File: config.mk
export PLATFORM = sky130hd
export DESIGN_NAME = if_fetch_queue
export DESIGN_NICKNAME = d
export VERILOG_FILES = /design/src/rtl/if_fetch_queue.sv
export SDC_FILE = /design/constraint.sdc
export NUM_CORES = 1
export LEC_CHECK = 0
export ABC_AREA = 1
export BUFFER_PORTS_ARGS = -buffer_cell sky130_fd_sc_hd__buf_2
export CAP_MARGIN = 20
export CORE_ASPECT_RATIO = 1.25
export CORE_MARGIN = 2
export CORE_UTILIZATION = 49
export DETAILED_ROUTE_END_ITERATION = 10
export GPL_TIMING_DRIVEN = 0
export PLACE_DENSITY = 0.8
export SLEW_MARGIN = 20
export SYNTH_ARGS = -nofsm -noshare
export SYNTH_HDL_FRONTEND = slang
export SYNTH_SLANG_ARGS = --single-unit
File: constraint.sdc
create_clock -name clk -period 8.06 [get_ports clk]
set_clock_uncertainty 0.1 [all_clocks]
set_input_delay 0.806 -clock clk [delete_from_list [all_inputs] [get_ports clk]]
set_output_delay 0.806 -clock clk [all_outputs]
set_load 0.05 [all_outputs]
File: src/rtl/if_fetch_queue.sv
// In-order instruction-fetch queue between pre-IF and ID. It pairs bus responses with their PCs and drops stale responses after a flush.
// Optional build macro FS_BYPASS_EN: a response for the head entry is presented to ID in the same cycle it arrives.
module if_fetch_queue #(
  parameter int DEPTH  = 4,
  parameter int PC_W   = 32,
  parameter int INST_W = 32
) (
  input  logic              clk,
  input  logic              resetn,
  input  logic              pfs_valid,
  input  logic [PC_W-1:0]   pfs_pc,
  input  logic              pfs_req,
  input  logic              pfs_bd,
  output logic              fs_allowin,
  input  logic              inst_data_ok,
  input  logic [INST_W-1:0] inst_rdata,
  input  logic              ds_allowin,
  output logic              ds_valid,
  output logic [PC_W-1:0]   ds_pc,
  output logic [INST_W-1:0] ds_inst,
  output logic              ds_ex,
  output logic [4:0]        ds_exccode,
  output logic [PC_W-1:0]   ds_badvaddr,
  output logic              ds_bd,
  input  logic              flush,
  output logic              fs_busy
);

  localparam int AW = $clog2(DEPTH);
  localparam int PW = AW + 1;
  localparam int CW = AW + 1;
  localparam logic [CW:0] DEPTH_C = (CW + 1)'(DEPTH);
  localparam logic [4:0]  EXC_ADEL = 5'h04;

  logic [PW-1:0]     rd_ptr_reg;
  logic [PW-1:0]     wr_ptr_reg;
  logic [CW-1:0]     cancel_cnt_reg;
  logic [DEPTH-1:0]  filled_reg;
  logic [DEPTH-1:0]  ex_reg;
  logic [DEPTH-1:0]  req_reg;
  logic [DEPTH-1:0]  bd_reg;
  logic [PC_W-1:0]   pc_mem   [DEPTH];
  logic [INST_W-1:0] inst_mem [DEPTH];

  logic [AW-1:0] head_idx;
  logic [AW-1:0] wr_idx;
  logic [CW-1:0] used;
  logic [CW:0]   occ;
  logic          empty;
  logic          full;

  assign head_idx = rd_ptr_reg[AW-1:0];
  assign wr_idx   = wr_ptr_reg[AW-1:0];
  assign used     = wr_ptr_reg - rd_ptr_reg;
  assign empty    = (rd_ptr_reg == wr_ptr_reg);
  assign full     = (rd_ptr_reg[AW] != wr_ptr_reg[AW]) && (head_idx == wr_idx);
  // Cancelled responses still occupy bus slots, so they count against capacity.
  assign occ      = {1'b0, used} + {1'b0, cancel_cnt_reg};

  // Per-slot view in age order: slot gi is the gi-th oldest queued entry.
  logic [AW-1:0]    slot_idx [DEPTH];
  logic [DEPTH-1:0] in_q;
  logic [DEPTH-1:0] pend;

  genvar gi;
  generate
    for (gi = 0; gi < DEPTH; gi++) begin : g_slot
      assign slot_idx[gi] = head_idx + AW'(gi);
      assign in_q[gi]     = (used > CW'(gi));
      assign pend[gi]     = in_q[gi] && req_reg[slot_idx[gi]] && !filled_reg[slot_idx[gi]];
    end
  endgenerate

  logic [CW-1:0] pend_cnt;
  logic          tgt_found;
  logic [AW-1:0] tgt_idx;

  always_comb begin
    pend_cnt = '0;
    for (int i = 0; i < DEPTH; i++) begin
      pend_cnt = pend_cnt + CW'(pend[i]);
    end
  end

  // Oldest issued-but-unfilled entry receives the next live response.
  always_comb begin
    tgt_found = 1'b0;
    tgt_idx   = '0;
    for (int i = DEPTH - 1; i >= 0; i--) begin
      if (pend[i]) begin
        tgt_found = 1'b1;
        tgt_idx   = slot_idx[i];
      end
    end
  end

  logic          resp_live;
  logic          fill_en;
  logic          push;
  logic          pop;
  logic          push_ex;
  logic          head_ok;
  logic [INST_W-1:0] head_inst;

  assign resp_live = inst_data_ok && (cancel_cnt_reg == '0) && !flush;
  assign fill_en   = resp_live && tgt_found;
  assign head_ok   = !empty && filled_reg[head_idx];
  assign push_ex   = (pfs_pc[1:0] != 2'b00) && !pfs_req;

`ifdef FS_BYPASS_EN
  logic bypass;
  assign bypass    = resp_live && pend[0];
  assign ds_valid  = head_ok || bypass;
  assign head_inst = bypass ? inst_rdata : inst_mem[head_idx];
`else
  assign ds_valid  = head_ok;
  assign head_inst = inst_mem[head_idx];
`endif

  assign fs_allowin = (occ < DEPTH_C) && !flush;
  assign push       = pfs_valid && fs_allowin;
  assign pop        = ds_valid && ds_allowin && !flush;
  assign fs_busy    = !empty || (cancel_cnt_reg != '0);

  // Head fields are masked to zero whenever nothing valid is presented.
  assign ds_ex       = ds_valid && ex_reg[head_idx];
  assign ds_pc       = ds_valid ? pc_mem[head_idx] : '0;
  assign ds_inst     = (ds_valid && !ds_ex) ? head_inst : '0;
  assign ds_exccode  = ds_ex ? EXC_ADEL : 5'h00;
  assign ds_badvaddr = ds_ex ? pc_mem[head_idx] : '0;
  assign ds_bd       = ds_valid && bd_reg[head_idx];

  always_ff @(posedge clk or negedge resetn) begin
    if (!resetn) begin
      rd_ptr_reg     <= '0;
      wr_ptr_reg     <= '0;
      cancel_cnt_reg <= '0;
      filled_reg     <= '0;
      ex_reg         <= '0;
      req_reg        <= '0;
      bd_reg         <= '0;
    end else begin
      if (flush) begin
        rd_ptr_reg     <= wr_ptr_reg;
        cancel_cnt_reg <= cancel_cnt_reg + pend_cnt - CW'(inst_data_ok);
      end else begin
        if (inst_data_ok && (cancel_cnt_reg != '0)) begin
          cancel_cnt_reg <= cancel_cnt_reg - CW'(1);
        end
        if (pop) begin
          rd_ptr_reg <= rd_ptr_reg + PW'(1);
        end
        if (push) begin
          wr_ptr_reg <= wr_ptr_reg + PW'(1);
        end
      end
      if (fill_en) begin
        filled_reg[tgt_idx] <= 1'b1;
      end
      if (push) begin
        filled_reg[wr_idx] <= push_ex;
        ex_reg[wr_idx]     <= push_ex;
        req_reg[wr_idx]    <= pfs_req;
        bd_reg[wr_idx]     <= pfs_bd;
      end
    end
  end

  // Payload storage needs no reset: it is only observed through valid entries.
  always_ff @(posedge clk) begin
    if (push) begin
      pc_mem[wr_idx] <= pfs_pc;
    end
    if (fill_en) begin
      inst_mem[tgt_idx] <= inst_rdata;
    end
  end

  always_ff @(posedge clk) begin
    if (resetn) begin
      assert (!(push && pfs_req && (pfs_pc[1:0] != 2'b00)));
      assert (!(push && full));
      assert (!(resp_live && !tgt_found));
      assert (!(flush && inst_data_ok && (cancel_cnt_reg == '0) && (pend_cnt == '0)));
    end
  end

endmodule

### Yosys cells after proc, flatten, opt, wreduce, memory -nomap -nowiden

Memories as Yosys holds them, arrays and structs flattened.
Index checks and enable logic that the tools add are counted.

* flip-flop bits (word level): 25
* RAM bits: 256
* input bits: 72
* output and inout port bits: 106
* logic and storage cells: 126
* memories: 2

* add/subtract/negate cells: 13
* magnitude comparators: 13
* eq/ne operators: 1
* mux-type cells: 50
* bitwise logic cells: 2
* reductions and logical operators: 38

Memories
* inst_mem: words 4, width 32, read ports 1, clocked after memory_dff 0, write ports 1, line 43 `logic [INST_W-1:0] inst_mem [DEPTH];`
* pc_mem: words 4, width 32, read ports 1, clocked after memory_dff 0, write ports 1, line 42 `logic [PC_W-1:0] pc_mem [DEPTH];`

Operators with widths (number)
* $mux 32: 3
* $logic_and 1x1->1: 23
* $bmux 1 s2: 10
* $mux 1: 20
* $lt 2x3->1 const B: 6
* $bwmux 4: 4
* $mux 3: 5
* $logic_not 1->1: 8
* $mux 2: 4
* $mux 4: 2
* $add 3x1->3 const B: 2
* $gt 3x1->1 const B: 2
* $gt 3x2->1 const B: 2
* $reduce_bool 2->1: 3
* $add 2x2->2 const B: 2
* $add 3x3->4: 1
* $demux 1 s2: 2
* $ge 2x1->1 const B: 2
* $lt 4x3->1 const B: 1
* $or 4x4->4: 1
* $add 2x1->3: 1
* $add 3x1->3: 1
* $add 3x3->3: 1
* $eq 3x3->1: 1
* 10 further kinds: 10

### Depth between registers and ports, before layout

* word-level depth: 17
* gate-level depth with buffers: 17
* depth with buffers taken out: 17

### Least setup slack after synthesis

OpenSTA, ideal clock, no wires.

* kind: flip-flop to flip-flop
* start: register rd_ptr_reg[1]
* end: memory pc_mem[0][0] (enable)
* library setup time: 0.388 ns
* data arrival time: 3.865 ns
* required time: 7.572 ns
* setup slack: 3.707 ns
* stages on the path, launching flop included: 14
* buffers on the path: 2
* period minus slack after synthesis: 4.353 ns
* cell sequence: dfrtp_1 -> inv_1 -> clkbuf_1 -> clkbuf_1 -> fa_1 -> nand3b_1 -> nand2_1 -> ha_1 -> or4_1 -> a21oi_2 -> nand2_2 -> clkinv_4 -> nand2_4 -> inv_1

* longest elaborated chain between the ends: 7

RTL lines
* from (decl): line 35 `logic [PW-1:0] rd_ptr_reg;`
* from (signal assigned): line 144 `rd_ptr_reg <= wr_ptr_reg;`
* from (signal assigned): line 151 `rd_ptr_reg <= rd_ptr_reg + PW'(1);`
* $sub 3x3->3: line 54 `assign used = wr_ptr_reg - rd_ptr_reg;`
* $add 3x3->4: line 58 `assign occ = {1'b0, used} + {1'b0, cancel_cnt_reg};`
* $lt 4x3->1: line 120 `assign fs_allowin = (occ < DEPTH_C) && !flush;`
* $logic_and 1x1->1: line 120
* net fs_allowin: line 14 `output logic fs_allowin,`
* $logic_and 1x1->1: line 121 `assign push = pfs_valid && fs_allowin;`
* $mux 1: line 171 `if (push) begin`
* $mux 1 (not written as such): line 172 `pc_mem[wr_idx] <= pfs_pc;`
* to (decl): line 42

The timed path passes the listed nets, and every way through them passes these cells.

### Final worst setup path

* start: register rd_ptr_reg[1]
* end: register cancel_cnt_reg[2]

* longest elaborated chain between the ends: 11
* elaborated cells between the ends (all ways): 42
* those cells by class: 9 x add/sub; 4 x order compare; 17 x mux; 12 x reduce/logical

RTL lines
* parallel branches: the longest is 7 deep, another holds $sub 3x3->3
* $add 3x1->3 (*): line 81 `pend_cnt = pend_cnt + CW'(pend[i]);`
* $add 3x3->3 (*): line 145 `cancel_cnt_reg <= cancel_cnt_reg + pend_cnt - CW'(inst_data_ok);`
* $sub 3x1->3 (*): line 145
* $mux 3 (*): line 143 `if (flush) begin`
* to (signal assigned): line 145
* to (signal assigned): line 148 `cancel_cnt_reg <= cancel_cnt_reg - CW'(1);`
* to (decl): line 37 `logic [CW-1:0] cancel_cnt_reg;`

Mark *: on every way between the ends. The select of a mux whose other input is x is not followed.
A chain may end at the register's enable or synchronous reset.

==> flow_summary.yaml <==
layout:
  fillers: 1882
  drive_above_1_share: 0.222
  largestRegisters: "inst_mem x128, pc_mem x128"
  fin_nets: 1323
  area_growth_pct: 18.7
setup_path:
  worstPathArrival_ns: 5.27
  required_ns: 8.37
  cpMostUsedCell: "fa_1"
  path_cells: "inv_1 > clkbuf_1 > clkbuf_1 > fa_1 > nor2_1 > nand3_1 > nand3_4 > ha_1 > inv_1 > fa_1 > fa_1 > fa_1 > xor2_1 > xnor2_1 > nand2_1 > o211ai_1 > o21ai_0"
  cp-end-kind: "flop"
  critical_path_class: "flop to flop"
  crit_path_start_kind: "flop"
  critPathBufInv: 4
  slowest_stage: "fa_1"
  slowest_delay_ns: 0.56
  cpLargestDelayFamily: "adder cells"
  cp_max_fo: 11
timing:
  min_period_over_period: 0.616
  rsz0062_at_grt: "no"
  worstMarginPinSlew_ns: 0.832
  timing.final.hold_violations: 0
  finalSetupTns_ns: 0
  finalCriticalPeriod_ns: 4.96
  max_clock_freq_mhz: 202
  finalSetupViolations: 0
  slew_headroom: 0.444
  drv_slew: 0
synthesis:
  synth_ff_type: "edfxtp_1"
  synth_edf_count: 256
  synth_seq_cells: 281
  synth_warnings: 0
  netlist.top_cell.by_area: "edfxtp_1"
  synth_top_area_frac: 0.643
  synth_top_cells_by_area: "edfxtp_1 64%, nor2_1 6.4%, nand2_1 5.7%"
  ys_seq_area_frac: 0.695
  syn_avg_cell_area_um2: 11.7
  synth_common_cells: "256 x edfxtp_1, 205 x nor2_1, 180 x nand2_1, 79 x o21ai_0, 67 x a21oi_1"
  ys_async_sr_fraction: 0.0890
  synth.distinct_cells: 37
  synth_area_mm2: 0.0120
  synthCells: 1025
  yosys.cell_count.top_type: "edfxtp_1"
placement:
  gp_congestion: 0.822
  io_buffer_count: 173
  place_hpwl_um: 18600
die:
  dieArea_mm2: 0.0257
  die_height_um: 179
  initial_core_util: 0.501
  pin_count: 178
  std_cell_rows: 63
  die_x_um: 144
  core-area_mm2: 0.0239
routing:
  first_pass_iters: 5
  drc_errors: 0
  vias_per_cell: 5.33
  drt_wl_total_um: 28000
  wl_per_cell_um: 17.7
  via_count: 8430
  detail-route-antenna-nets: 0
  drtIter0Drc: 552
global_routing:
  grt_max_degree: 35
  grt_pass1_vias: 8141
  grt_pass1_wl_um: 42300
  grt_remaining_overflow: 0
  grt_antenna_before_repair: 4
  grt.total_usage: 0.215
run:
  cap_viol_max_count: 0
outcome:
  outcome: "complete, no violations"
clocking:
  cts_tree: "yes"
  hold_buffers: 0
  cts_setup_buffers: 0
  htreeDepth: 1
  cts.sinks: 281
  cts_buffer_depth: 3
  numCtsBuffers: 26
  path_clk_slew_ns: 0.07
  root_buffer: "clkbuf_16"
  cts-resized-gates: 0
  clock_latency_ns: 0.53
min_path:
  min_path_type: "primary input to async pin"
==> kinds of logic (layout without fill, tap and decap cells) <==
group,count (synthesis),after routing,share of synthesized area
other,1,7,0.000314
buffers and inverters,101,327,0.0367
AO/OA/AOI/OAI,186,186,0.0928
flip-flops,281,281,0.695
XOR/XNOR,7,7,0.00513
AND/OR/NAND/NOR,432,432,0.149
adder cells (fa/ha/maj),17,17,0.0203
==> final timing paths <==
path                                            from                       endpoint  slack [ns]  depth (start not counted)
max                        rd_ptr_reg[1]$_DFFE_PN0P_  cancel_cnt_reg[2]$_DFFE_PN0P_        3.10                         17
max reg2reg                rd_ptr_reg[1]$_DFFE_PN0P_  cancel_cnt_reg[2]$_DFFE_PN0P_        3.10                         17
max in group asynchronous                     resetn          ex_reg[3]$_DFFE_PN0P_        7.28                          1
min reg2reg                    bd_reg[0]$_DFFE_PN0P_          bd_reg[0]$_DFFE_PN0P_        0.39                          2
min                                           resetn  cancel_cnt_reg[1]$_DFFE_PN0P_        0.18                          1
min in group clk                          pfs_pc[27]        pc_mem[2][27]$_DFFE_PP_        0.38                          1
==> metrics by stage <==
| stage | hold slack [ns] | instances | worst slack, ns | utilization | cell area, um2 |
|---|---|---|---|---|---|
| 6_report | 0.179 | 1582 | 3.10 | 0.594 | 14200 |
| 5_1_grt | 0.210 | 1580 | 2.79 | 0.594 | 14200 |
| 4_1_cts | 0.188 | 1579 | 3.06 | 0.594 | 14200 |
| 3_5_place_dp | 0.367 | 1531 | 3.07 | 0.559 | 13400 |
| 3_3_place_gp | 0.363 | 1526 | 2.29 | 0.554 | 13200 |
| 2_1_floorplan | 0.344 | 1028 | 3.71 | - | 12000 |
==> worst register-to-register path, cell delays in order (launching register included) <==
cell,delay [ns]
dfrtp_1,0.40
inv_1,0.14
clkbuf_1,0.54
clkbuf_1,0.55
fa_1,0.56
nor2_1,0.13
nand3_1,0.16
nand3_4,0.13
ha_1,0.23
inv_1,0.08
fa_1,0.41
fa_1,0.42
fa_1,0.39
xor2_1,0.20
xnor2_1,0.13
nand2_1,0.07
o211ai_1,0.09
o21ai_0,0.10
==> placed cells by master (no fill, tap or decap), types with 5 or more instances in the layout <==
master     synthesis  layout
edfxtp_1         256     256
nor2_1           205     204
buf_2             17     190
nand2_1          180     180
o21ai_0           79      79
a21oi_1           67      67
clkbuf_1          30      38
a32o_1            32      32
inv_1             34      28
clkbuf_16          0      26
dfrtp_1           25      25
nand3_1           16      16
ha_1              13      13
inv_2              5      11
nand2_2           11      11
buf_1              6       6
nand2_4            5       5
xor2_1             5       5
buf_4              5       5
==> routing by layer <==
metal,part of all wire,up-vias,global-route usage
met5,0.00061,-,0
met4,0.025,2,0.0792
met3,0.067,53,0.0381
met2,0.51,326,0.382
met1,0.40,4064,0.261
li1,-,3985,-
==> final cells by class <==
| type | count | area [um2] | share of cell area |
|---|---|---|---|
| flip-flops and latches | 281 | 8310 | 0.586 |
| multi-input cells | 646 | 3220 | 0.227 |
| repair buffers | 178 | 973 | 0.0686 |
| clock buffers | 36 | 708 | 0.0499 |
| well taps | 325 | 407 | 0.0286 |
| plain buffers | 60 | 280 | 0.0197 |
| inverters | 41 | 159 | 0.0112 |
| clock inverters | 12 | 124 | 0.00873 |
| diodes | 3 | 7.51 | 0.000529 |
Power is left out: the tool's default activity adds up to more than one toggle a clock period on the data nets, which glitch-free logic cannot reach.
